==> config.mk <==
export PLATFORM = sky130hd
export DESIGN_NAME = four_bit_mux_arbiter
export DESIGN_NICKNAME = d
export VERILOG_FILES = /design/src/rtl/four_bit_mux_arbiter.sv
export SDC_FILE = /design/constraint.sdc
export NUM_CORES = 1
export LEC_CHECK = 0
export ABC_AREA = 1
export BUFFER_PORTS_ARGS = -buffer_cell sky130_fd_sc_hd__buf_2
export CAP_MARGIN = 20
export CORE_AREA = 2 2 47 49
export CTS_CLUSTER_SIZE = 25
export DETAILED_ROUTE_END_ITERATION = 7
export DIE_AREA = 0 0 49 51
export HOLD_SLACK_MARGIN = 0.03
export PLACE_DENSITY = 0.76
export SLEW_MARGIN = 0
export SYNTH_ARGS = -nofsm -noshare
export SYNTH_HDL_FRONTEND = slang
export SYNTH_SLANG_ARGS = --single-unit
==> constraint.sdc <==
create_clock -name clk -period 2.3 [get_ports clk]
set_input_delay 0.23 -clock clk [delete_from_list [all_inputs] [get_ports clk]]
set_output_delay 0.23 -clock clk [all_outputs]
set_load 0.02 [all_outputs]
==> src/rtl/four_bit_mux_arbiter.sv <==
`default_nettype none
// ============================================================================
// Module   : four_bit_mux_arbiter
// Purpose  : Four-channel valid/ready collector. Grants one source per cycle
//            in round-robin order and forwards the word through a single
//            registered output slot, tagged with the 2-bit source index.
// Options  : `define MUX_STATS_EN adds the 8-bit saturating Grants counter,
//            which counts output transfers.
// Revision : 1.0 - initial release
// ============================================================================
module four_bit_mux_arbiter #(
  parameter int WIDTH = 4
) (
  input  logic             clk,
  input  logic             reset,
  input  logic             Enable,
  input  logic [WIDTH-1:0] A,
  input  logic [WIDTH-1:0] B,
  input  logic [WIDTH-1:0] C,
  input  logic [WIDTH-1:0] D,
  input  logic             A_valid,
  input  logic             B_valid,
  input  logic             C_valid,
  input  logic             D_valid,
  output logic             A_ready,
  output logic             B_ready,
  output logic             C_ready,
  output logic             D_ready,
  output logic [WIDTH-1:0] Signal,
  output logic [1:0]       Select,
  input  logic             Out_ready,
`ifdef MUX_STATS_EN
  output logic [7:0]       Grants,
`endif
  output logic             Out_valid
);

  // After reset the pointer sits on D, so channel A is searched first.
  localparam logic [1:0] LAST_RST = 2'd3;

  logic [3:0]       w_valid;
  logic [1:0]       w_grant_idx;
  logic             w_found;
  logic             w_load;
  logic [WIDTH-1:0] w_grant_data;
  logic [3:0]       w_ready;

  logic             out_valid_q, out_valid_d;
  logic [WIDTH-1:0] signal_q,    signal_d;
  logic [1:0]       select_q,    select_d;
  logic [1:0]       last_q,      last_d;

  assign w_valid = {D_valid, C_valid, B_valid, A_valid};

  // Round-robin search: first valid channel starting just after the last grant.
  always_comb begin
    w_grant_idx = '0;
    w_found     = 1'b0;
    for (int k = 1; k <= 4; k++) begin
      if (!w_found && w_valid[last_q + 2'(k)]) begin
        w_grant_idx = last_q + 2'(k);
        w_found     = 1'b1;
      end
    end
  end

  // A new word may enter when the slot is empty or being drained this cycle.
  // Reset is folded in so no grant is ever shown while reset is asserted.
  assign w_load = !reset && Enable && w_found && (!out_valid_q || Out_ready);

  // One-hot grant; all ready lines stay low whenever no load happens.
  always_comb begin
    w_ready = 4'b0000;
    if (w_load) begin
      w_ready[w_grant_idx] = 1'b1;
    end
  end

  assign A_ready = w_ready[0];
  assign B_ready = w_ready[1];
  assign C_ready = w_ready[2];
  assign D_ready = w_ready[3];

  // Data of the granted channel.
  always_comb begin
    w_grant_data = A;
    case (w_grant_idx)
      2'd0:    w_grant_data = A;
      2'd1:    w_grant_data = B;
      2'd2:    w_grant_data = C;
      default: w_grant_data = D;
    endcase
  end

  // Next state of the output slot and round-robin pointer.
  always_comb begin
    out_valid_d = out_valid_q;
    signal_d    = signal_q;
    select_d    = select_q;
    last_d      = last_q;
    if (w_load) begin
      out_valid_d = 1'b1;
      signal_d    = w_grant_data;
      select_d    = w_grant_idx;
      last_d      = w_grant_idx;
    end else if (out_valid_q && Out_ready) begin
      out_valid_d = 1'b0;
    end
  end

  // Output slot and pointer registers; reset discards any held word at once.
  always_ff @(posedge clk or posedge reset) begin
    if (reset) begin
      out_valid_q <= 1'b0;
      signal_q    <= '0;
      select_q    <= 2'd0;
      last_q      <= LAST_RST;
    end else begin
      out_valid_q <= out_valid_d;
      signal_q    <= signal_d;
      select_q    <= select_d;
      last_q      <= last_d;
    end
  end

  assign Out_valid = out_valid_q;
  assign Signal    = signal_q;
  assign Select    = select_q;

`ifdef MUX_STATS_EN
  logic [7:0] grants_q, grants_d;

  // Count output transfers, sticking at 255.
  always_comb begin
    grants_d = grants_q;
    if (out_valid_q && Out_ready && (grants_q != 8'hFF)) begin
      grants_d = grants_q + 8'd1;
    end
  end

  // Transfer counter register.
  always_ff @(posedge clk or posedge reset) begin
    if (reset) begin
      grants_q <= 8'd0;
    end else begin
      grants_q <= grants_d;
    end
  end

  assign Grants = grants_q;
`endif

endmodule
`default_nettype wire

After elaboration in Yosys (flattened, before gate mapping)
Index checks and enable logic that the tools add are counted.
{"block": "classes", "muxes": 22, "reduce_logical": 16, "n_addsub": 3, "eq_ne": 2, "n_lt_le_gt_ge": 6}
{"cell": "2-bit by 3-bit < comparator with 1-bit output, second input constant", "n": 5}
{"cell": "4-bit case mux with 3 select lines", "n": 1}
{"cell": "1-bit two-way mux", "n": 11}
{"cell": "1-bit binary-select mux with 2-bit select", "n": 4}
{"cell": "1-bit logical AND", "n": 8}
{"cell": "2-bit two-way mux", "n": 4}
{"cell": "1-bit zero test", "n": 5}
{"cell": "2-bit adder, second input constant", "n": 2}
{"cell": "4-bit two-way mux", "n": 1}
{"cell": "2-bit by 1-bit adder with 2-bit output, second input constant", "n": 1}
{"cell": "1-bit demux with 2-bit select", "n": 1}
{"cell": "2-bit by 1-bit == test with 1-bit output, second input constant", "n": 1}
{"cell": "2-bit == test, second input constant", "n": 1}
{"cell": "2-bit by 1-bit >= comparator with 1-bit output, second input constant", "n": 1}
{"cell": "2-bit zero test", "n": 1}
{"cell": "2-bit nonzero test", "n": 1}
{"cell": "1-bit logical OR", "n": 1}
{"block": "word_totals", "output_inout_bits": 11, "ff_bits": 9}

Logic depth before layout (Yosys ltp)
Gate-level depths: netlist (run 1).
{"block": "logic_depth", "depth_word": 18, "mapped_depth": 17}

Worst setup path before layout (run 1)
OpenSTA, ideal clock, no wires.
{"block": "synth_timing", "path_kind": "register -> output", "start": "reg last_q[0]", "end": "out A_ready", "path_buffers": 1, "setup_slack_ns": 0.210, "t_arrival_ns": 1.860, "path_stages_with_launch": 12, "cell_sequence": "dfstp_2 -> buf_6 -> inv_6 -> nand2_1 -> nand2_2 -> nand2_2 -> nand2_4 -> nor2_8 -> nand4_4 -> nand2_4 -> inv_4 -> nor3_1"}
{"block": "synth_between", "elab_chain_len": 18, "elab_cells_between_ends": 33, "cone_classes": "add/sub (3); order compare (2); mux (19); reduce/logical (9)"}
{"element": "start, declared", "line_no": "51", "rtl": "logic [1:0] last_q, last_d;"}
{"element": "start signal, assigned", "line_no": "122", "rtl": "last_q <= last_d;"}
{"element": "2-bit by 1-bit adder with 2-bit output", "line_no": "60, 61"}
{"element": "1-bit binary-select mux with 2-bit select", "line_no": "60", "rtl": "if (!w_found && w_valid[last_q + 2'(k)]) begin"}
{"element": "1-bit two-way mux (implied by the code)", "line_no": "60"}
{"element": "1-bit two-way mux", "line_no": "60"}
{"element": "1-bit zero test", "line_no": "60"}
{"element": "1-bit logical AND", "line_no": "60"}
{"element": "1-bit two-way mux", "line_no": "60"}
{"element": "1-bit zero test", "line_no": "60"}
{"element": "[2 not listed]"}
{"element": "1-bit zero test", "line_no": "60"}
{"element": "1-bit logical AND", "line_no": "60"}
{"element": "2-bit two-way mux", "line_no": "60"}
{"element": "2-bit by 3-bit < comparator with 1-bit output (implied by the code) / 2-bit by 1-bit >= comparator with 1-bit output (equally long branches)", "line_no": "75", "rtl": "w_ready[w_grant_idx] = 1'b1;"}
{"element": "1-bit logical AND (implied by the code)", "line_no": "75"}
{"element": "1-bit two-way mux (implied by the code)", "line_no": "75"}
{"element": "1-bit demux with 2-bit select", "line_no": "75"}
{"element": "4-bit two-way mux (*)", "line_no": "74", "rtl": "if (w_load) begin"}
{"element": "end, declared", "line_no": "25", "rtl": "output logic A_ready,"}
Every way passes the cells marked *; elsewhere a longest branch is shown, timed or not. The select of a mux whose other input is x is not followed.

Worst setup path after layout (run 1)
{"block": "layout_timing", "start": "reg last_q[0]", "end": "out B_ready"}
{"block": "layout_between", "elab_chain_len": 18, "elab_cells_between_ends": 33, "cone_classes": "add/sub (3); order compare (2); mux (19); reduce/logical (9)"}
{"element": "2-bit by 1-bit adder with 2-bit output", "line_no": "60, 61"}
{"element": "1-bit binary-select mux with 2-bit select", "line_no": "60"}
{"element": "1-bit two-way mux (implied by the code)", "line_no": "60"}
{"element": "1-bit two-way mux", "line_no": "60"}
{"element": "1-bit zero test", "line_no": "60"}
{"element": "1-bit logical AND", "line_no": "60"}
{"element": "1-bit two-way mux", "line_no": "60"}
{"element": "1-bit zero test", "line_no": "60"}
{"element": "[2 not listed]"}
{"element": "1-bit zero test", "line_no": "60"}
{"element": "1-bit logical AND", "line_no": "60"}
{"element": "2-bit two-way mux", "line_no": "60"}
{"element": "2-bit by 3-bit < comparator with 1-bit output (implied by the code) / 2-bit by 1-bit >= comparator with 1-bit output (equally long branches)", "line_no": "75"}
{"element": "1-bit logical AND (implied by the code)", "line_no": "75"}
{"element": "1-bit two-way mux (implied by the code)", "line_no": "75"}
{"element": "1-bit demux with 2-bit select", "line_no": "75"}
{"element": "4-bit two-way mux (*)", "line_no": "74"}
{"element": "end, declared", "line_no": "26", "rtl": "output logic B_ready,"}
Marks and branches as above.

==> flow_summary.ini, run 1 <==
[power_and_ir_drop]
power_frac_seq_pct = 11.6
max-vdd-ir-drop_mv = 0.9713
p_int_uw = 1159
comb_power_share_pct = 83.8
power_density_nw_per_um2 = 1821
clkPwrFrac_pct = 4.6
p_sw_uw = 1408
p_leak_uw = 0.0008273
switching_share_pct = 54.85

[setup_path]
path_cells = buf_6 > inv_8 > nand2_1 > nand3_1 > nand2_1 > nand2_2 > nand2_1 > nand2_2 > nand2_4 > nand2_4 > inv_6 > nand2_4 > nor2_4 > buf_6
max_stage_delay_ns = 0.55
cp_num_cells = 14
r2r_slack_ns = 0.11
cpMaxStageDelayCell = dfstp_2
critical_path_class = reg -> out
critical_path_arrival_ns = 2.09
r2r_start = last_q[0]$_DFFE_PP1P_
worstReg2RegEnd = Signal[3]$_DFFE_PP0P_
reg2regPathDepth = 16
critPathCaptureType = primary output
critPathMaxFanout = 10
critPathBufInv = 4
crit_path_end = B_ready
crit_start = last_q[0]$_DFFE_PP1P_
required_ns = 2.07
crit_path_start_kind = flip-flop
crit_family = simple AND/OR/NAND/NOR gates

[global_routing]
grt_pass1_vias = 918
antenna_found_initial = 0
use_met1_pct = 23.96
grt.busiest_layer = met2
use_met3_pct = 2.047
grt_pass1_wl_um = 3691
grt_util_all_layers_pct = 18.83
gr-total-overflow = 0
met2_usage_pct = 32.65
grt_max_degree = 11

[timing]
setup_viol = 1
max_slew_margin_pct = 86.51
fin_ws_ns = -0.02055
worst_pin_slew_ns = 0.2002
final_max_slew_viol_count = 0
tns_ns = -0.02055
rsz0062_at_grt = yes
layout_min_cycle_time_ns = 2.321
fmax_ghz = 0.4309
skew_ns = 0.002466
timing.final.crit_share_pct = 100.9
hold_viol_final = 0

[cts]
cts_tree = done
clkTransAtPathRegs_ns = 0.06
numCtsBuffers = 3
htreeDepth = 1
cts_sinks = 9
root_buffer = clkbuf_4
cts.path.max_buffers = 2
worstSkewPairLatency_ns = 0.26

[place]
port_buffers = 34
dp_slack_ns = 0.1525
dp_hpwl_um = 1730
gp_congestion = 0.8609

[logic_synthesis]
seq_area_frac_synth_pct = 25.31
synth_edf_count = 0
syn-num-nets = 161
netlist_area_um2 = 899.6
synth-async-reset-ratio_pct = 100.0
synth_common_cells = nand2_1 (50), inv_1 (18), nand3_1 (18), nand2_2 (8)
yosysWarnings = 0
yosysMostFrequentCell = nand2_1
synth_top_area_cell = nand2_1
synth-main-ff-cell = dfrtp_1
synth.distinct_cells = 21
syn-mean-instance-area_um2 = 6.567
synth_top_area_share_pct = 20.86
synth_area_leaders = nand2_1 (21%), dfrtp_1 (19%), nand3_1 (10%)
netlist_instances = 137
synth-seq-cells = 9

[die]
initial_utilization_pct = 43.60
ioPinCount = 35
num_rows = 17
die_area_um2 = 2499
fp.coreArea_um2 = 2063
die_height_um = 51
fp.dieW_um = 49

[worst_hold_path]
hold_path_class = in -> reg
min_from = Out_ready

[status]
failed_checks = negative setup slack
status = complete, but fails checks

[routing]
drtIter0Drc = 30
ant_nets = 0
wl_per_cell_um = 13.93
firstDrtPassIters = 4
vias_per_cell = 5.140
totalWireLength_um = 3093
vias = 1141
drc = 0

[layout]
n_antenna_cell = 0
drive_gt1_share_pct = 51.55
area_growth_pct = 56.61
fin_nets = 219
fillCellCount = 163

[run]
cap_violations = 0
==> what timing repair did <==
item                                    CTS  global route
hold endpoints to repair                  7             0
endpoints found under the setup margin    4             4
pin swaps                                 3            15
buffers inserted                          7            11
hold buffers                              1             0
resized for setup                         6            37
==> worst min-delay path by stage <==
stage / end / slack (ns) / cells past startpoint
floorplan: Out_valid$_DFFE_PP0P_ / 0.06 / 1
global placement: Out_valid$_DFFE_PP0P_ / 0.22 / 3
detailed placement: Select[0]$_DFFE_PP0P_ / 0.24 / 3
CTS: Out_valid$_DFFE_PP0P_ / 0.21 / 2
global route: Out_valid$_DFFE_PP0P_ / 0.20 / 2
finish: Out_valid$_DFFE_PP0P_ / 0.20 / 2
==> metrics by stage <==
step / instance area [um^2] / power, uW / hold WS (ns) / util (%) / cells
global placement: 1097 / 1682 / 0.2230 / 53.18 / 199
finish: 1409 / 2566 / 0.1976 / 68.28 / 222
CTS: 1201 / 1961 / 0.2068 / 58.22 / 211
detailed placement: 1097 / 1717 / 0.2367 / 53.18 / 199
floorplan: 899.6 / 1461 / 0.06461 / - / 137
global route: 1409 / 2728 / 0.2023 / 68.28 / 222
==> logic make-up after synthesis <==
family,share of synthesized area [%]
simple gates,56.88
buf+inv,13.35
flops,25.31
compound gates,4.451
==> sequential cells by signal (all words and copies together), names as in the netlist <==
signal	flops
Out_valid	1
Signal	4
last_q	2
Select	2
==> cell usage in the layout (no fill, tap or decap), types with 3 or more instances in the layout <==
| cell | netlist | routed |
|---|---|---|
| o21ai_1 | 4 | 4 |
| nand2_4 | 7 | 14 |
| inv_1 | 18 | 17 |
| nand3_1 | 18 | 16 |
| buf_2 | 0 | 30 |
| nand2_1 | 50 | 40 |
| nand4_1 | 4 | 4 |
| nand3_2 | 1 | 3 |
| nand2_2 | 8 | 11 |
| dfrtp_1 | 7 | 7 |
| buf_6 | 2 | 5 |
| clkbuf_4 | 0 | 3 |
| buf_4 | 0 | 19 |
==> power by group through the flow <==
stage	logic (uW)	clock network, uW	registers [uW]
floorplan	1110	0	348
global placement	1370	0	311
detailed placement	1400	0	316
CTS	1550	118	290
global route	2290	131	307
finish	2150	119	298
==> per-layer routing <==
metal,share of wire (%),vias to the layer above
met1,41,528
met2,53,56
met5,0,-
met4,1.5,0
li1,-,548
met3,5.4,9
==> layout make-up <==
type | instances | area, um^2 | share of cell area [%]
Timing Repair Buffer | 55 | 359.1 | 25.49
Sequential cell | 9 | 227.7 | 16.16
Tap cell | 28 | 35.03 | 2.487
Clock buffer | 4 | 26.28 | 1.865
Multi-Input combinational cell | 102 | 648.1 | 46.00
Inverter | 24 | 112.6 | 7.993
(Power assumes the default switching activity.)
==> inputs of run 2 (changes only) <==
--- a/config.mk
+++ b/config.mk
@@ -8,13 +8,13 @@
 export ABC_AREA = 1
 export BUFFER_PORTS_ARGS = -buffer_cell sky130_fd_sc_hd__buf_2
 export CAP_MARGIN = 20
-export CORE_AREA = 2 2 47 49
+export CORE_AREA = 2 2 50 52
 export CTS_CLUSTER_SIZE = 25
 export DETAILED_ROUTE_END_ITERATION = 7
-export DIE_AREA = 0 0 49 51
+export DIE_AREA = 0 0 52 54
 export HOLD_SLACK_MARGIN = 0.03
-export PLACE_DENSITY = 0.76
-export SLEW_MARGIN = 0
+export PLACE_DENSITY = 0.68
+export SLEW_MARGIN = 15
 export SYNTH_ARGS = -nofsm -noshare
 export SYNTH_HDL_FRONTEND = slang
 export SYNTH_SLANG_ARGS = --single-unit
==> run 2 against run 1 <==
The run now ends clean; global-route usage decreased by 2.2 points; via count decreased by 5.0%; wire length decreased by 15%; critical endpoint is now C_ready; critical path depth decreased by 4; sequential power about the same; setup slack improved by 0.071 ns; largest power group unchanged; flip-flop and latch count unchanged.
==> flow_summary.ini, run 2 (synthesis gave the netlist of run 1 again) <==
[status]
status = finished, final reports clean

[layout]
n_antenna_cell = 0
area_growth_pct = 59.11
final_cell_mix = nand2_1 (39), buf_2 (30), buf_4 (18)
largest_reg_flops = 4
final_common_cell = nand2_1
fin_nets = 219
drive_gt1_share_pct = 53.61

[setup_path]
required_ns = 2.07
critPathCaptureType = primary output
critical_path_class = reg -> out
crit_top_cell = nand2_4
crit_path_start_kind = flip-flop
cpMaxStageDelayCell = dfstp_2
max_stage_delay_ns = 0.57
critPathMaxFanout = 6
critical_path_arrival_ns = 2.02
path_cells = buf_4 > nand2_1 > nand3_4 > nand2_4 > nor2_8 > nand4_1 > nand2_4 > nand2_4 > nor2_2 > buf_4

[timing]
hold_viol_final = 0
setup_viol = 0
tns_ns = 0
fin_ws_ns = 0.05003
skew_ns = 0.003350
max_slew_margin_pct = 87.93
final_max_slew_viol_count = 0
layout_min_cycle_time_ns = 2.250
worst_pin_slew_ns = 0.1792
timing.final.crit_share_pct = 97.82
fmax_ghz = 0.4445
rsz0062_at_grt = yes

[global_routing]
grt_pass1_wl_um = 3484
grt_util_all_layers_pct = 16.64
grt_pass1_vias = 893
gr-total-overflow = 0
antenna_found_initial = 0
grt_max_degree = 11

[power_and_ir_drop]
max-vdd-ir-drop_mv = 1.164
power_density_nw_per_um2 = 1771
p_leak_uw = 0.0008282

[run]
cap_violations = 0

[cts]
cts_tree = done
worstSkewPairLatency_ns = 0.26
cts_sinks = 9
cts.path.max_buffers = 2
clkTransAtPathRegs_ns = 0.06
root_buffer = clkbuf_4
numCtsBuffers = 3
htreeDepth = 1

[routing]
drtIter0Drc = 16
ant_nets = 0
drc = 0
totalWireLength_um = 2621
wl_per_cell_um = 11.70
vias_per_cell = 4.839
firstDrtPassIters = 4
vias = 1084

[die]
die_area_um2 = 2808
num_rows = 18
initial_utilization_pct = 38.78
fp.dieW_um = 52
die_height_um = 54
fp.coreArea_um2 = 2320
ioPinCount = 35

[worst_hold_path]
hold_path_class = in -> reg

[place]
port_buffers = 34
gp_congestion = 0.8114
dp_slack_ns = 0.1516
dp_hpwl_um = 1735
run 2: cell counts in the layout (fill, tap and decap cells not counted):
Identical to the previous run, type by type.
run 2: report_power, final:
part           total, uW  leakage, uW  internal (uW)  switching, uW
clock network        122    0.0000150           66.9           55.4
registers            301     0.000109            242           59.4
logic               2110     0.000704            873           1240
run 2: cell type report:
cell class	count	area, um^2
Timing Repair Buffer	55	362.8
Multi-Input combinational cell	102	664.4
Fill cell	197	888.4
Tap cell	30	37.54
Sequential cell	9	227.7
Inverter	24	112.6
Clock buffer	4	26.28
run 2: what timing repair did:
item / in CTS / in global routing
pin swaps: 6 / 14
setup endpoints to repair: 4 / 4
hold endpoints to repair: 7 / 0
resized for setup: 11 / 37
hold buffers: 1 / 0
setup buffers: 10 / 8
run 2: worst max-delay path: cells and delay by family (launching register included):
family	cells	cell delay, ns
buffers and inverters	2	0.29
flip-flops	1	0.57
AND/OR/NAND/NOR	8	0.89
run 2: final timing paths:
kind,from,end,slack [ns],cells past startpoint
min in group asynchronous,reset,Signal[0]$_DFFE_PP0P_,0.51,4
max in group asynchronous,reset,last_q[0]$_DFFE_PP1P_,1.58,4
setup / recovery,last_q[0]$_DFFE_PP1P_,C_ready,0.05,10
setup reg to reg,last_q[0]$_DFFE_PP1P_,Signal[2]$_DFFE_PP0P_,0.16,14
hold reg to reg,Select[0]$_DFFE_PP0P_,Select[0]$_DFFE_PP0P_,0.49,2
hold / removal,Out_ready,Out_valid$_DFFE_PP0P_,0.18,2
run 2: layer usage:
| layer | GRT usage (%) | vias to the layer above | share of wire [%] |
|---|---|---|---|
| met5 | 0 | - | 0 |
| met4 | 7.895 | 0 | 1.9 |
| met3 | 2.222 | 6 | 4.0 |
| met2 | 29.96 | 34 | 55 |
| met1 | 19.46 | 497 | 39 |
| li1 | - | 547 | - |
run 2: through the flow:
| stage | cells | hold slack [ns] | power, uW | cell area (um^2) | util [%] |
|---|---|---|---|---|---|
| 6_report | 224 | 0.1790 | 2534 | 1431 | 61.70 |
| 5_1_grt | 224 | 0.1734 | 2733 | 1431 | 61.70 |
| 4_1_cts | 216 | 0.1659 | 2084 | 1247 | 53.78 |
| 3_5_place_dp | 201 | 0.2316 | 1705 | 1100 | 47.41 |
| 3_3_place_gp | 201 | 0.2251 | 1683 | 1100 | 47.41 |
| 2_1_floorplan | 137 | 0.06461 | 1461 | 899.6 | - |
==> inputs of run 3 (changes only) <==
--- a/config.mk
+++ b/config.mk
@@ -8,12 +8,12 @@
 export ABC_AREA = 1
 export BUFFER_PORTS_ARGS = -buffer_cell sky130_fd_sc_hd__buf_2
 export CAP_MARGIN = 20
-export CORE_AREA = 2 2 50 52
+export CORE_AREA = 2 2 45 57
 export CTS_CLUSTER_SIZE = 25
 export DETAILED_ROUTE_END_ITERATION = 7
-export DIE_AREA = 0 0 52 54
+export DIE_AREA = 0 0 47 59
 export HOLD_SLACK_MARGIN = 0.03
-export PLACE_DENSITY = 0.68
+export PLACE_DENSITY = 0.69
 export SLEW_MARGIN = 15
 export SYNTH_ARGS = -nofsm -noshare
 export SYNTH_HDL_FRONTEND = slang
==> run 3 against run 2 <==
Register-to-register slack gained 0.10 ns; count of clock-buffer cells in the layout unchanged; first-iteration DRC count rose by 120%; via count increased by 0.37%; non-clock buffer count rose by 2; flip-flop and latch count unchanged; final area down 3.2%; worst hold slack lost 0.0031 ns; clock power is essentially flat; global-route usage is 3.5 points higher; combinational power down 4%; critical endpoint is now D_ready; largest cell class unchanged; highest routed layer unchanged.
==> flow_summary.ini, run 3 (synthesis gave the netlist of run 1 again) <==
[layout]
n_antenna_cell = 0
design_area_um2 = 1385
final_cell_mix = nand2_1 (41), buf_2 (30), buf_4 (25)
largest_reg_flops = 4
final_common_cell = nand2_1
fin_nets = 221
drive_gt1_share_pct = 51.02
area_growth_pct = 53.96
fillCellCount = 199
finalCoreUtilization_pct = 63.33

[worst_hold_path]
whs_path_depth = 2
min_from = Out_ready
hold_path_class = in -> reg
hold_end = Out_valid$_DFFE_PP0P_

[setup_path]
required_ns = 2.07
crit_top_cell = nand2_1
critical_path_class = reg -> out
reg2regPathDepth = 14
crit_path_start_kind = flip-flop
cpMaxStageDelayCell = dfstp_2
worstReg2RegEnd = Signal[0]$_DFFE_PP0P_
critPathMaxFanout = 4
critical_path_arrival_ns = 2.03
r2r_start = last_q[1]$_DFFE_PP1P_
r2r_slack_ns = 0.26
critPathCaptureType = primary output
max_stage_delay_ns = 0.54
path_cells = buf_4 > nand2_1 > nand2_4 > nand2_1 > nand2_2 > nand2_1 > nand2_1 > nand2_2 > nand2_4 > nand2_8 > inv_6 > nand2_4 > nor2_1 > buf_4

[cts]
cts.path.max_buffers = 2
htreeDepth = 1
cts_tree = done
worstSkewPairLatency_ns = 0.26
numCtsBuffers = 3
clkTransAtPathRegs_ns = 0.06
root_buffer = clkbuf_4
cts_sinks = 9

[place]
dp_hpwl_um = 1806
dp_slack_ns = 0.1774
gp_congestion = 0.8181
post_dp_cell_area_um2 = 1101
port_buffers = 34

[routing]
firstDrtPassIters = 4
drtIter0Drc = 35
totalWireLength_um = 2795
vias = 1088
vias_per_cell = 4.793
drc = 0
ant_nets = 0
wl_per_cell_um = 12.31

[die]
die_area_um2 = 2773
fp.coreArea_um2 = 2187
initial_utilization_pct = 41.13
num_rows = 19
fp.dieW_um = 47
ioPinCount = 35
die_height_um = 59

[power_and_ir_drop]
max-vdd-ir-drop_mv = 1.162
power_density_nw_per_um2 = 1771
p_leak_uw = 0.0008205

[timing]
rsz0062_at_grt = yes
fin_ws_ns = 0.03658
timing.final.crit_share_pct = 98.41
fmax_ghz = 0.4418
hold_viol_final = 0
tns_ns = 0
skew_ns = 0.005624
layout_min_cycle_time_ns = 2.263
final_max_slew_viol_count = 0
hold_slack_ns = 0.1759
setup_viol = 0
worst_pin_slew_ns = 0.1900
max_slew_margin_pct = 87.34

[global_routing]
grt_pass1_wl_um = 4112
antenna_found_initial = 0
grt_util_all_layers_pct = 20.18
gr-total-overflow = 0
grt_max_degree = 11
grt_pass1_vias = 997

[run]
cap_violations = 0

[status]
status = finished, final reports clean
-- run 3: cell type report --
type / count / area [um^2] / area share (%)
Sequential cell: 9 / 227.7 / 16.44
Tap cell: 31 / 38.79 / 2.800
Clock buffer: 4 / 26.28 / 1.897
Timing Repair Buffer: 57 / 359.1 / 25.93
Inverter: 24 / 107.6 / 7.769
Multi-Input combinational cell: 102 / 625.6 / 45.17
-- run 3: per-stage QoR --
stage | cells | total power [uW]
6_report | 227 | 2453
5_1_grt | 227 | 2660
4_1_cts | 215 | 2031
3_5_place_dp | 202 | 1706
3_3_place_gp | 202 | 1678
2_1_floorplan | 137 | 1461
-- run 3: worst max path at each step --
stage / to / slack (ns) / from / depth (start not counted)
global route: D_ready / -0.06 / last_q[1]$_DFFE_PP1P_ / 12
finish: D_ready / 0.04 / last_q[0]$_DFFE_PP1P_ / 14
floorplan: A_ready / 0.21 / last_q[0]$_DFFE_PP1P_ / 11
global placement: C_ready / 0.20 / last_q[0]$_DFFE_PP1P_ / 11
detailed placement: D_ready / 0.18 / last_q[0]$_DFFE_PP1P_ / 10
CTS: D_ready / 0.008 / last_q[0]$_DFFE_PP1P_ / 13
-- run 3: worst max-delay path: cells and delay by family (launching register included) --
family	cells	cell delay (ns)
buf+inv	3	0.35
flops	1	0.54
simple gates	11	0.87
-- run 3: what timing repair did --
action	in CTS	in global routing
endpoints found under the hold margin	7	0
endpoints found under the setup margin	4	4
setup buffers	8	12
pin swaps	5	8
hold buffers	1	0
resized for setup	6	25
gates cloned	0	0
-- run 3: layer usage --
metal	vias up	GRT usage, %	part of all wire, %
li1	545	-	-
met1	494	25.43	39
met2	42	34.83	55
met3	7	2.134	4.1
met4	0	6.746	1.4
met5	-	0	0
-- run 3: report_power, final --
part	switching [uW]	internal (uW)
Combinational	1190	838
Clock	58.1	67.0
Sequential	58.6	241
Total	1310	1150
